<file path="config.mk">
export PLATFORM = sky130hd
export DESIGN_NAME = cache_axi_rd_arbiter
export DESIGN_NICKNAME = d
export VERILOG_FILES = /design/src/rtl/cache_axi_rd_arbiter.sv
export SDC_FILE = /design/constraint.sdc
export NUM_CORES = 1
export LEC_CHECK = 0
export BUFFER_PORTS_ARGS = -buffer_cell sky130_fd_sc_hd__buf_2
export CORE_AREA = 2 2 94 96
export DETAILED_ROUTE_END_ITERATION = 8
export DIE_AREA = 0 0 96 98
export PLACE_DENSITY = 0.65
export SYNTH_ARGS = -nofsm -noshare
export SYNTH_HDL_FRONTEND = slang
export SYNTH_SLANG_ARGS = --single-unit
export TNS_END_PERCENT = 50
</file>
<file path="constraint.sdc">
create_clock -name clk -period 2.4 [get_ports clk]
set_clock_uncertainty 0.05 [all_clocks]
set_input_delay 0 -clock clk [delete_from_list [all_inputs] [get_ports clk]]
set_output_delay 0 -clock clk [all_outputs]
set_load 0.02 [all_outputs]
</file>
<file path="src/rtl/cache_axi_rd_arbiter.sv">
// cache_axi_rd_arbiter: shares one AXI4 read channel (AR + R) between the
// instruction cache and the data cache. One burst is outstanding at a time.
// The grant is held from the AR handshake through the final R beat.
// Optional build macro ARB_ROUND_ROBIN_EN: on a tie, alternate owners by
// granting the requester that did not own the last completed burst.
// Without the macro the dcache always wins a tie.
module cache_axi_rd_arbiter #(
  parameter logic [3:0] I_ID = 4'd0,
  parameter logic [3:0] D_ID = 4'd1
) (
  input  logic        clk,
  input  logic        rst,
  // icache side
  input  logic [31:0] i_araddr,
  input  logic [7:0]  i_arlen,
  input  logic        i_arvalid,
  output logic        i_arready,
  output logic [31:0] i_rdata,
  output logic        i_rlast,
  output logic        i_rvalid,
  input  logic        i_rready,
  // dcache side
  input  logic [31:0] d_araddr,
  input  logic [7:0]  d_arlen,
  input  logic        d_arvalid,
  output logic        d_arready,
  output logic [31:0] d_rdata,
  output logic        d_rlast,
  output logic        d_rvalid,
  input  logic        d_rready,
  // AXI master read channel
  output logic [31:0] araddr,
  output logic [7:0]  arlen,
  output logic [2:0]  arsize,
  output logic [1:0]  arburst,
  output logic [3:0]  arid,
  output logic        arvalid,
  input  logic        arready,
  input  logic [31:0] rdata,
  input  logic        rlast,
  input  logic        rvalid,
  output logic        rready,
  output logic        rlast_err
);

  typedef enum logic [1:0] {
    IDLE = 2'd0,
    ADDR = 2'd1,
    DATA = 2'd2
  } state_t;

  state_t     state_r;
  state_t     state_nxt_s;
  logic       owner_r;        // 0 = icache, 1 = dcache
  logic       owner_nxt_s;
  logic       grant_owner_s;
  logic [7:0] beat_cnt_r;
  logic [7:0] len_q_r;
  logic       rlast_err_r;
  logic       own_arvalid_s;
  logic       own_rready_s;
  logic       ar_hs_s;
  logic       r_hs_s;
  logic       r_done_s;

`ifdef ARB_ROUND_ROBIN_EN
  logic       last_owner_r;

  // Tie-break: on contention grant whoever did not own the last burst
  always_comb begin
    grant_owner_s = 1'b0;
    if (d_arvalid && i_arvalid) begin
      grant_owner_s = ~last_owner_r;
    end else if (d_arvalid) begin
      grant_owner_s = 1'b1;
    end else begin
      grant_owner_s = 1'b0;
    end
  end

  // Remember the owner of the most recently completed burst
  always_ff @(posedge clk) begin
    if (rst) begin
      last_owner_r <= 1'b0;
    end else if (r_done_s) begin
      last_owner_r <= owner_r;
    end else begin
      last_owner_r <= last_owner_r;
    end
  end
`else
  // Tie-break: fixed priority, dcache ahead of icache
  always_comb begin
    grant_owner_s = 1'b0;
    if (d_arvalid) begin
      grant_owner_s = 1'b1;
    end else begin
      grant_owner_s = 1'b0;
    end
  end
`endif

  // Owner-selected request/accept signals and handshake qualifiers
  always_comb begin
    own_arvalid_s = owner_r ? d_arvalid : i_arvalid;
    own_rready_s  = owner_r ? d_rready  : i_rready;
    ar_hs_s       = (state_r == ADDR) && own_arvalid_s && arready;
    r_hs_s        = (state_r == DATA) && rvalid && own_rready_s;
    r_done_s      = r_hs_s && rlast;
  end

  // Next-state and owner selection
  always_comb begin
    state_nxt_s = state_r;
    owner_nxt_s = owner_r;
    case (state_r)
      IDLE: begin
        if (d_arvalid || i_arvalid) begin
          state_nxt_s = ADDR;
          owner_nxt_s = grant_owner_s;
        end else begin
          state_nxt_s = IDLE;
        end
      end
      ADDR: begin
        if (!own_arvalid_s) begin
          state_nxt_s = IDLE;   // requester withdrew, nothing issued
        end else if (arready) begin
          state_nxt_s = DATA;
        end else begin
          state_nxt_s = ADDR;
        end
      end
      DATA: begin
        if (r_done_s) begin
          state_nxt_s = IDLE;
        end else begin
          state_nxt_s = DATA;
        end
      end
      default: begin
        state_nxt_s = IDLE;
      end
    endcase
  end

  // Output steering: AR toward the bus in ADDR, R toward the owner in DATA
  always_comb begin
    araddr    = owner_r ? d_araddr : i_araddr;
    arlen     = owner_r ? d_arlen  : i_arlen;
    arid      = owner_r ? D_ID     : I_ID;
    arsize    = 3'b010;
    arburst   = 2'b01;
    arvalid   = 1'b0;
    i_arready = 1'b0;
    d_arready = 1'b0;
    rready    = 1'b0;
    i_rvalid  = 1'b0;
    d_rvalid  = 1'b0;
    i_rlast   = 1'b0;
    d_rlast   = 1'b0;
    i_rdata   = rdata;
    d_rdata   = rdata;
    case (state_r)
      ADDR: begin
        arvalid   = own_arvalid_s;
        i_arready = ~owner_r & arready;
        d_arready =  owner_r & arready;
      end
      DATA: begin
        rready   = own_rready_s;
        i_rvalid = ~owner_r & rvalid;
        d_rvalid =  owner_r & rvalid;
        i_rlast  = ~owner_r & rlast;
        d_rlast  =  owner_r & rlast;
      end
      default: begin
        arvalid = 1'b0;
      end
    endcase
  end

  // State, owner, burst length, beat counter and beat-count error pulse
  always_ff @(posedge clk) begin
    if (rst) begin
      state_r     <= IDLE;
      owner_r     <= 1'b0;
      beat_cnt_r  <= 8'd0;
      len_q_r     <= 8'd0;
      rlast_err_r <= 1'b0;
    end else begin
      state_r <= state_nxt_s;
      owner_r <= owner_nxt_s;
      if (ar_hs_s) begin
        len_q_r    <= arlen;
        beat_cnt_r <= 8'd0;
      end else if (r_hs_s) begin
        len_q_r    <= len_q_r;
        beat_cnt_r <= beat_cnt_r + 8'd1;
      end else begin
        len_q_r    <= len_q_r;
        beat_cnt_r <= beat_cnt_r;
      end
      // beat_cnt still holds the pre-increment count on the rlast beat,
      // so a correct burst of arlen+1 beats has beat_cnt == len_q here
      rlast_err_r <= r_done_s && (beat_cnt_r != len_q_r);
    end
  end

  assign rlast_err = rlast_err_r;

endmodule
</file>
==> metrics.txt, run 1 <==
die height 98 µm; Synth cell types 40; Avg WL per Cell 13.8 µm; I/O Pins 243; critical path's slowest cell dfxtp_2; status complete, no violations; Post-layout nets 469; post-place setup slack 0.512 ns; EDFF count, synth 0; PortBufs 138; Worst Path Arrival 1.87 ns; DR iter-0 viols 33; Syn Area/Cell 8.54 µm²; worst-case clock buffer depth 2; Pre-antenna DRT Iters 4; Detail Route Antenna Nets 0; Slew @ Worst Pin 0.730 ns; minimum clock period 1.92 ns; HPWL after DPL 4.86 mm; static leakage 1.28 nW; initial antenna violation count 1; vias per inst 4.48; die width 96 µm; switching share of power 0.402; sequential area share after synthesis 0.187; Post-CTS Setup Inserts 0; Root Buffer clkbuf_8; Main synth FF type dfxtp_1; P_sw 0.000462 W; maxcap violations 0; worst path cell trace buf_4 -> mux2_2 -> buf_2; share of cells above drive strength 1 0.551; die area 9410 µm²; Worst Path Max Fanout 38; RePlAce Congestion 0.761; endpoints failing setup 0; Synth Register Bits 20; unrepaired setup endpoints after global routing no; global-route wire length before repair 9.44 mm; DRC Markers 0; worst hold path type primary input to flop; FILL cells 905; ys async rst share 0; worst path bufs/invs 2; final hold vios 0; Finished Core Util 0.325; area of the multi-input gates 1140 µm²; setup tns final 0 ns; CTS HTree Levels 1; max incr delay on CP 0.54 ns; Internal 0.000688 W; Clk pin slew, worst setup/hold paths 0.07 ns; Core Area 8470 µm²; largest net degree at the start of global routing 39; worst skew pair latency 0.26 ns; Cell Pwr Density 418 nW/µm²; sequential cell area 402 µm²; Max VDD drop 0.000148 V; cell row count 34; register-to-register setup slack 0.54 ns; Post-Syn Area 2140 µm²; setup slack after layout 0.479 ns; cell family with most CP delay buffers and inverters; crit start category flop; Flop pwr share 0.317; CP Capture Type output pin; TritonCTS Buffers 3; GR Util All Layers 0.126; clock power share 0.191; Synth warnings 0; Comb pwr share 0.492; post-synthesis cell count 250; most common cell after layout, fill and taps aside buf_2; Slew Limit Fails 0; Syn-to-layout area delta 28.9%; Hold Slack 0.00652 ns; final WL 6.27 mm; fmax 520 MHz; Worst slew margin 0.504; Tot Pwr 0.00115 W; Crit Path Class flop to output pin; vias in the first global route 1,936; Initial Utilization 0.252; GRT overflow 0; vias post-DR 2,034; Clock Sinks 20; commonest cells after routing, fill and taps aside buf_2, mux2_2, dlygate4sd3_1; CTS tree done; Tcrit/Tclk final 0.801; Crit path required time 2.35 ns
logic make-up after synthesis:
kind of cell / synth area share
and+or+nand+nor: 0.149
DFF: 0.187
AOI/OAI and AO/OA: 0.0937
adders and majority gates: 0.00586
muxes: 0.237
buffers and inverters: 0.291
xor gates and xnor gates: 0.0328
other: 0.00352
Yosys cell counts, types with 2 or more instances:
cell type	count	area, µm²
buf_4	74	556
mux2_2	41	462
dfxtp_1	20	400
a21oi_1	16	80.1
nor3_1	16	80.1
buf_2	8	40.0
xor2_1	8	70.1
o21ai_0	7	35.0
nor2_1	6	22.5
nand2_1	5	18.8
nor2b_1	4	25.0
clkbuf_1	3	11.3
mux2i_1	3	30.0
o31ai_1	3	22.5
or4_1	3	22.5
a2111oi_0	2	17.5
and3_1	2	12.5
conb_1	2	7.51
nand3_1	2	10.0
nand4_1	2	12.5
nand4b_1	2	17.5
nor4_1	2	12.5
or3_1	2	12.5
per-stage QoR:
stage	area, µm²	cells
2_1_floorplan	2160	256
3_3_place_gp	2380	417
3_5_place_dp	2380	417
4_1_cts	2750	453
5_1_grt	2750	454
6_report	2750	454
worst paths after layout:
check,startpoint,to,cells after the start
worst max-delay path,owner_r$_SDFFE_PP0P_,araddr[18],3
worst min-delay path,arready,state_r[0]$_SDFF_PP0_,3
worst max register to register,owner_r$_SDFFE_PP0P_,len_q_r[5]$_SDFFE_PP0P_,4
worst min register to register,beat_cnt_r[6]$_SDFFE_PP0P_,beat_cnt_r[6]$_SDFFE_PP0P_,2
power groups by stage:
stage          sequential [W]  combinational [W]  clock (W)
3_5_place_dp         0.000372           0.000443          0
3_3_place_gp         0.000371           0.000437          0
6_report             0.000364           0.000566   0.000220
5_1_grt              0.000367           0.000607   0.000235
4_1_cts              0.000365           0.000571   0.000227
2_1_floorplan        0.000357           0.000465          0
metal layers:
| layer | GRT usage | wire, µm |
|---|---|---|
| met1 | 0.143 | 2420 |
| met2 | 0.237 | 3270 |
| met3 | 0.0177 | 501 |
| met4 | 0.0374 | 74 |
| met5 | 0 | 0 |
state kept, by name (all words and copies together) (netlist names):
register	count
rlast_err	1
owner_r	1
len_q_r	8
beat_cnt_r	8
state_r	2
worst min-delay path, delay by kind of cell:
family / cells / cell delay, ns
buffers and inverters: 1 / 0.10
AO/OA/AOI/OAI: 2 / 0.17
what timing repair did:
action                                 CTS  global route
hold buffers                            33             0
resized for setup                        0             0
endpoints found under the hold margin   65             0
setup endpoints to repair                0             0
layout make-up:
class                   instances  share of cell area
diodes                          1            0.000909
clock buffers                   3              0.0150
multi-input cells             149               0.413
flip-flops and latches         20               0.146
well taps                     108              0.0491
repair buffers                173               0.376
Power figures use the tool's default switching activity.
==> run 2: changes to the inputs <==
Clock period 2.4 ns to 1.9 ns, I/O delays scaled along.
==> run 2 against run 1 <==
Net effect: sequential cell count is the same; final area rose by 2.2%; routed wire length increased by 1.0%; sequential power up 25%; total power increased by 41%; worst setup slack worse by 0.35 ns.
==> metrics.txt, run 2 (synthesis results as in run 1) <==
Antenna diodes 0 (was 1); largest net degree at the start of global routing 20 (was 39); Clock Sinks 20 (unchanged); die height 98 µm (unchanged); Avg WL per Cell 13.8 µm (about the same); I/O Pins 243 (unchanged); Root Buffer clkbuf_8 (unchanged); Crit path required time 1.85 ns (was 2.35 ns); CTS tree done (unchanged); unrepaired setup endpoints after global routing no (unchanged); GRT overflow 0 (unchanged); final hold vios 0 (unchanged); CTS HTree Levels 1 (unchanged); Cell Pwr Density 576 nW/µm² (was 418 nW/µm²); worst path cell trace buf_4 -> buf_6 -> mux2_2 -> buf_2 (was buf_4 -> mux2_2 -> buf_2); Post-layout nets 473 (was 469); worst-case clock buffer depth 2 (unchanged); max incr delay on CP 0.41 ns (was 0.54 ns); most common cell after layout, fill and taps aside buf_2 (unchanged); Tcrit/Tclk final 0.930; DR iter-0 viols 81 (was 33); Core Area 8470 µm² (unchanged); Worst Path Max Fanout 19 (was 38); cell family with most CP delay buffers and inverters (unchanged); biggest regs beat_cnt_r x8, len_q_r x8, state_r x2 (unchanged); share of cells above drive strength 1 0.557 (was 0.551); maxcap violations 0 (unchanged); TritonCTS Buffers 3 (unchanged); CP Capture Type output pin (unchanged); endpoints failing setup 0 (unchanged); worst path bufs/invs 3 (was 2); setup tns final 0 ns (unchanged); FILL cells 895 (was 905); global-route wire length before repair 9.27 mm (was 9.44 mm); die area 9410 µm² (unchanged); DRC Markers 0 (unchanged); final WL 6.33 mm (was 6.27 mm); Tot Pwr 0.00162 W (was 0.00115 W); crit start category flop (unchanged); status complete, no violations (unchanged); GR Util All Layers 0.122 (was 0.126); cell row count 34 (unchanged); Max VDD drop 0.000225 V (was 0.000148 V); static leakage 1.32 nW (was 1.28 nW); vias in the first global route 1,928 (was 1,936); Crit Path Class flop to output pin (unchanged); Worst Path Arrival 1.72 ns (was 1.87 ns); Finished Core Util 0.332 (was 0.325); Syn-to-layout area delta 31.8% (was 28.9%); Slew Limit Fails 0 (unchanged); Post-CTS Setup Inserts 0 (unchanged); worst skew pair latency 0.27 ns (was 0.26 ns); minimum clock period 1.77 ns; vias per inst 4.50 (was 4.48); critical path's slowest cell dfxtp_2 (unchanged); PortBufs 138 (unchanged); HPWL after DPL 4.89 mm (was 4.86 mm); Clk pin slew, worst setup/hold paths 0.08 ns (was 0.07 ns); RePlAce Congestion 0.769 (was 0.761); Pre-antenna DRT Iters 4 (unchanged); initial antenna violation count 1 (unchanged); die width 96 µm (unchanged); vias post-DR 2,059 (was 2,034); commonest cells after routing, fill and taps aside buf_2, mux2_2, dlygate4sd3_1 (unchanged); Initial Utilization 0.252 (unchanged); fmax 566 MHz; Detail Route Antenna Nets 0 (unchanged); worst hold path type primary input to flop (unchanged)
## run 2: cell types whose count changed in the layout (fill, tap and decap cells not counted), sizes merged
cell	change
diode	-1
buf	+4
bufinv	+1
## run 2: layer usage
layer  GRT usage  up-vias  wire length (µm)
met5           0        -                16
met4      0.0330        2                84
met1       0.142      924              2430
met2       0.231      125              3280
met3      0.0147       11               521
li1            -      997                 -
## run 2: path summary, 6_finish.rpt
check | endpoint | start | cells past startpoint | slack, ns
max | araddr[12] | owner_r$_SDFFE_PP0P_ | 4 | 0.13
min | state_r[0]$_SDFF_PP0_ | arready | 3 | 0.01
max reg2reg | beat_cnt_r[5]$_SDFFE_PP0P_ | state_r[1]$_SDFF_PP0_ | 3 | 0.30
min reg2reg | len_q_r[7]$_SDFFE_PP0P_ | len_q_r[7]$_SDFFE_PP0P_ | 2 | 0.48
## run 2: power by group
part / switching (W) / internal [W] / total [W] / leakage [nW]
Clock: 0.000156 / 0.000282 / 0.000438 / 0.0357
Combinational: 0.000426 / 0.000304 / 0.000730 / 1.12
Sequential: 0.0000202 / 0.000434 / 0.000454 / 0.163
## run 2: metrics by stage
stage	std cells	hold WS (ns)	cell area [µm²]	setup WS [ns]
after floorplan	256	0.0626	2160	0.437
after global placement	421	-0.0498	2410	0.369
after detailed placement	421	-0.0498	2410	0.292
after CTS	458	0.0174	2810	0.0669
after global routing	458	0.0565	2810	0.0614
final	458	0.0120	2810	0.133
## run 2: layout make-up
type,instances,area (µm²),share of cell area
Clock buffer,3,41.3,0.0147
Tap cell,108,135,0.0480
Sequential cell,20,402,0.143
Multi-Input combinational cell,149,1140,0.404
Clock inverter,1,30.0,0.0107
Timing Repair Buffer,177,1070,0.380
## run 2: worst reg2reg max path, stage by stage, from the launching register on
cell and delay [ns]:
dfxtp_1 0.54, nand3b_2 0.25, nor4b_1 0.48, mux2i_1 0.22
## run 2: repair_timing
action / in CTS / in global routing
endpoints found under the setup margin: 0 / 3
resized for setup: 0 / 1
endpoints found under the hold margin: 65 / 0
hold buffers: 33 / 0
==> run 3: changes to the inputs <==
Settings changed: BUFFER_PORTS_ARGS -buffer_cell sky130_fd_sc_hd__buf_2 to -buffer_cell sky130_fd_sc_hd__buf_4, TNS_END_PERCENT 50 to default.
==> run 3 against run 2 <==
Net effect: sequential share of layout area down 1.6 points; routed wire length up 5.0%; count of clock-buffer cells in the layout up 1; combinational power up 16%; critical path type unchanged; critical endpoint is now araddr[7]; largest cell class is now buffers; highest routed layer unchanged.
==> metrics.txt, run 3 (synthesis results as in run 1) <==
non-filler cells in the finished layout 460 (was 458); Avg WL per Cell 14.5 µm (was 13.8 µm); Max VDD drop 0.000251 V (was 0.000225 V); Pre-antenna DRT Iters 4 (unchanged); endpoints failing setup 0 (unchanged); crit start category flop (unchanged); worst flop-to-flop path endpoint owner_r$_SDFFE_PP0P_ (was beat_cnt_r[5]$_SDFFE_PP0P_); GR Util All Layers 0.131 (was 0.122); Crit Path Class flop to output pin (unchanged); DP Cell Count 421 (unchanged); Clk pin slew, worst setup/hold paths 0.08 ns (about the same); cell row count 34 (unchanged); DR iter-0 viols 91 (was 81); switching share of power 0.368 (was 0.371); final WL 6.65 mm (was 6.33 mm); minimum clock period 1.73 ns (was 1.77 ns); worst skew pair latency 0.26 ns (was 0.27 ns); vias post-DR 2,090 (was 2,059); worst path bufs/invs 3 (unchanged); Slew @ Worst Pin 0.637 ns; maxcap violations 0 (unchanged); Post-layout nets 475 (was 473); commonest cells after routing, fill and taps aside buf_4, mux2_2, dlygate4sd3_1 (was buf_2, mux2_2, dlygate4sd3_1); Internal 0.00103 W (was 0.00102 W); Tcrit/Tclk final 0.910 (was 0.930); setup tns final 0 ns (unchanged); most common cell after layout, fill and taps aside buf_4 (was buf_2); die height 98 µm (unchanged); GRT overflow 0 (unchanged); unrepaired setup endpoints after global routing no (unchanged); max incr delay on CP 0.37 ns (was 0.41 ns); worst hold path type primary input to flop (unchanged); vias per inst 4.54 (was 4.50); Core Area 8470 µm² (unchanged); status complete, no violations (unchanged); CTS HTree Levels 1 (unchanged); TritonCTS Buffers 3 (unchanged); die area 9410 µm² (unchanged); initial antenna violation count 1 (unchanged); vias in the first global route 2,068 (was 1,928); P_sw 0.000599 W (was 0.000602 W); Crit path required time 1.85 ns (about the same); die width 96 µm (unchanged); Comb pwr share 0.520 (was 0.450); Critical Path Most Common Cell buf_4; sequential cell area 402 µm² (unchanged); Worst R2R Path Depth 4 (was 3); Worst slew margin 0.567; Detail Route Antenna Nets 0 (unchanged); Flop pwr share 0.278 (was 0.280); biggest regs beat_cnt_r x8, len_q_r x8, state_r x2 (unchanged); CTS tree done (unchanged); PortBufs 138 (unchanged); HPWL after DPL 5.10 mm (was 4.89 mm); Syn-to-layout area delta 48.1% (was 31.8%); Cell Pwr Density 514 nW/µm² (was 576 nW/µm²); FILL cells 864 (was 895); Initial Utilization 0.252 (unchanged); fmax 578 MHz (was 566 MHz); Antenna diodes 0 (unchanged); global-route wire length before repair 9.84 mm (was 9.27 mm); DRC Markers 0 (unchanged); area of the multi-input gates 1140 µm² (unchanged); hold_sp arready (unchanged); worst hold path cell count 3 (unchanged); Worst Path Arrival 1.68 ns (was 1.72 ns); static leakage 1.43 nW (was 1.32 nW); CP Capture Type output pin (unchanged); cell family with most CP delay buffers and inverters (unchanged); critical path's slowest cell mux2_2 (was dfxtp_2); Slew Limit Fails 0 (unchanged); I/O Pins 243 (unchanged); RePlAce Congestion 0.743 (was 0.769); clock power share 0.202 (was 0.270); largest net degree at the start of global routing 21 (was 20); Clock Sinks 20 (unchanged); worst path cell trace buf_4 -> buf_6 -> mux2_2 -> buf_4 (was buf_4 -> buf_6 -> mux2_2 -> buf_2); share of cells above drive strength 1 0.554 (was 0.557); R2R Path Start owner_r$_SDFFE_PP0P_ (was state_r[1]$_SDFF_PP0_); worst-case clock buffer depth 2 (unchanged); register-to-register setup slack 0.27 ns (was 0.30 ns); Finished Core Util 0.374 (was 0.332); Worst Path Max Fanout 20 (was 19); Root Buffer clkbuf_8 (unchanged); hold path endpoint state_r[0]$_SDFF_PP0_ (unchanged); final hold vios 0 (unchanged)
[run 3: cell types whose count changed in the layout (fill, tap and decap cells not counted), sizes merged]
cell,delta
dlygate4sd3,+2
bufinv,-1
clkbuf,+1
[run 3: layout make-up]
cell class                      count  share of cell area
Sequential cell                    20               0.127
Timing Repair Buffer              179               0.454
Multi-Input combinational cell    149               0.359
Tap cell                          108              0.0427
Clock buffer                        4              0.0174
[run 3: power groups by stage]
| stage | sequential [W] | clock (W) | combinational, W |
|---|---|---|---|
| after floorplan | 0.000451 | 0 | 0.000588 |
| after global placement | 0.000461 | 0 | 0.000673 |
| after detailed placement | 0.000462 | 0 | 0.000680 |
| after CTS | 0.000452 | 0.000335 | 0.000848 |
| after global routing | 0.000455 | 0.000349 | 0.000901 |
| final | 0.000452 | 0.000328 | 0.000845 |
[run 3: worst max path at each step]
| stage | end | depth (start not counted) | slack, ns | startpoint |
|---|---|---|---|---|
| floorplan | len_q_r[0]$_SDFFE_PP0P_ | 5 | 0.44 | owner_r$_SDFFE_PP0P_ |
| global placement | beat_cnt_r[4]$_SDFFE_PP0P_ | 4 | 0.35 | owner_r$_SDFFE_PP0P_ |
| detailed placement | beat_cnt_r[4]$_SDFFE_PP0P_ | 4 | 0.32 | owner_r$_SDFFE_PP0P_ |
| CTS | araddr[7] | 4 | 0.08 | owner_r$_SDFFE_PP0P_ |
| global route | araddr[7] | 4 | 0.08 | owner_r$_SDFFE_PP0P_ |
| finish | araddr[7] | 4 | 0.17 | owner_r$_SDFFE_PP0P_ |
[run 3: repair_timing]
item / in CTS / in global routing
hold buffers: 35 / 0
hold endpoints to repair: 66 / 0
gates resized for setup: 0 / 1
endpoints found under the setup margin: 0 / 2
setup buffers: 0 / 0
[run 3: worst min-delay path: stages]
cell and delay, ns:
buf_4 0.09, o21bai_1 0.09, a2111oi_0 0.09
[run 3: metal layers]
layer,GRT usage,share of wire,vias to the layer above
met3,0.0116,0.078,13
met5,0,0.0024,-
met1,0.149,0.38,955
met2,0.245,0.53,124
li1,-,-,996
met4,0.0484,0.017,2
[run 3: through the flow]
step                hold slack [ns]  worst slack (ns)  total power, W  instance area, µm²
detailed placement          -0.0498             0.318         0.00114                2750
global route                 0.0684            0.0793         0.00171                3160
floorplan                    0.0626             0.437         0.00104                2160
CTS                          0.0122            0.0823         0.00163                3160
finish                       0.0176             0.171         0.00162                3160
global placement            -0.0498             0.345         0.00113                2750
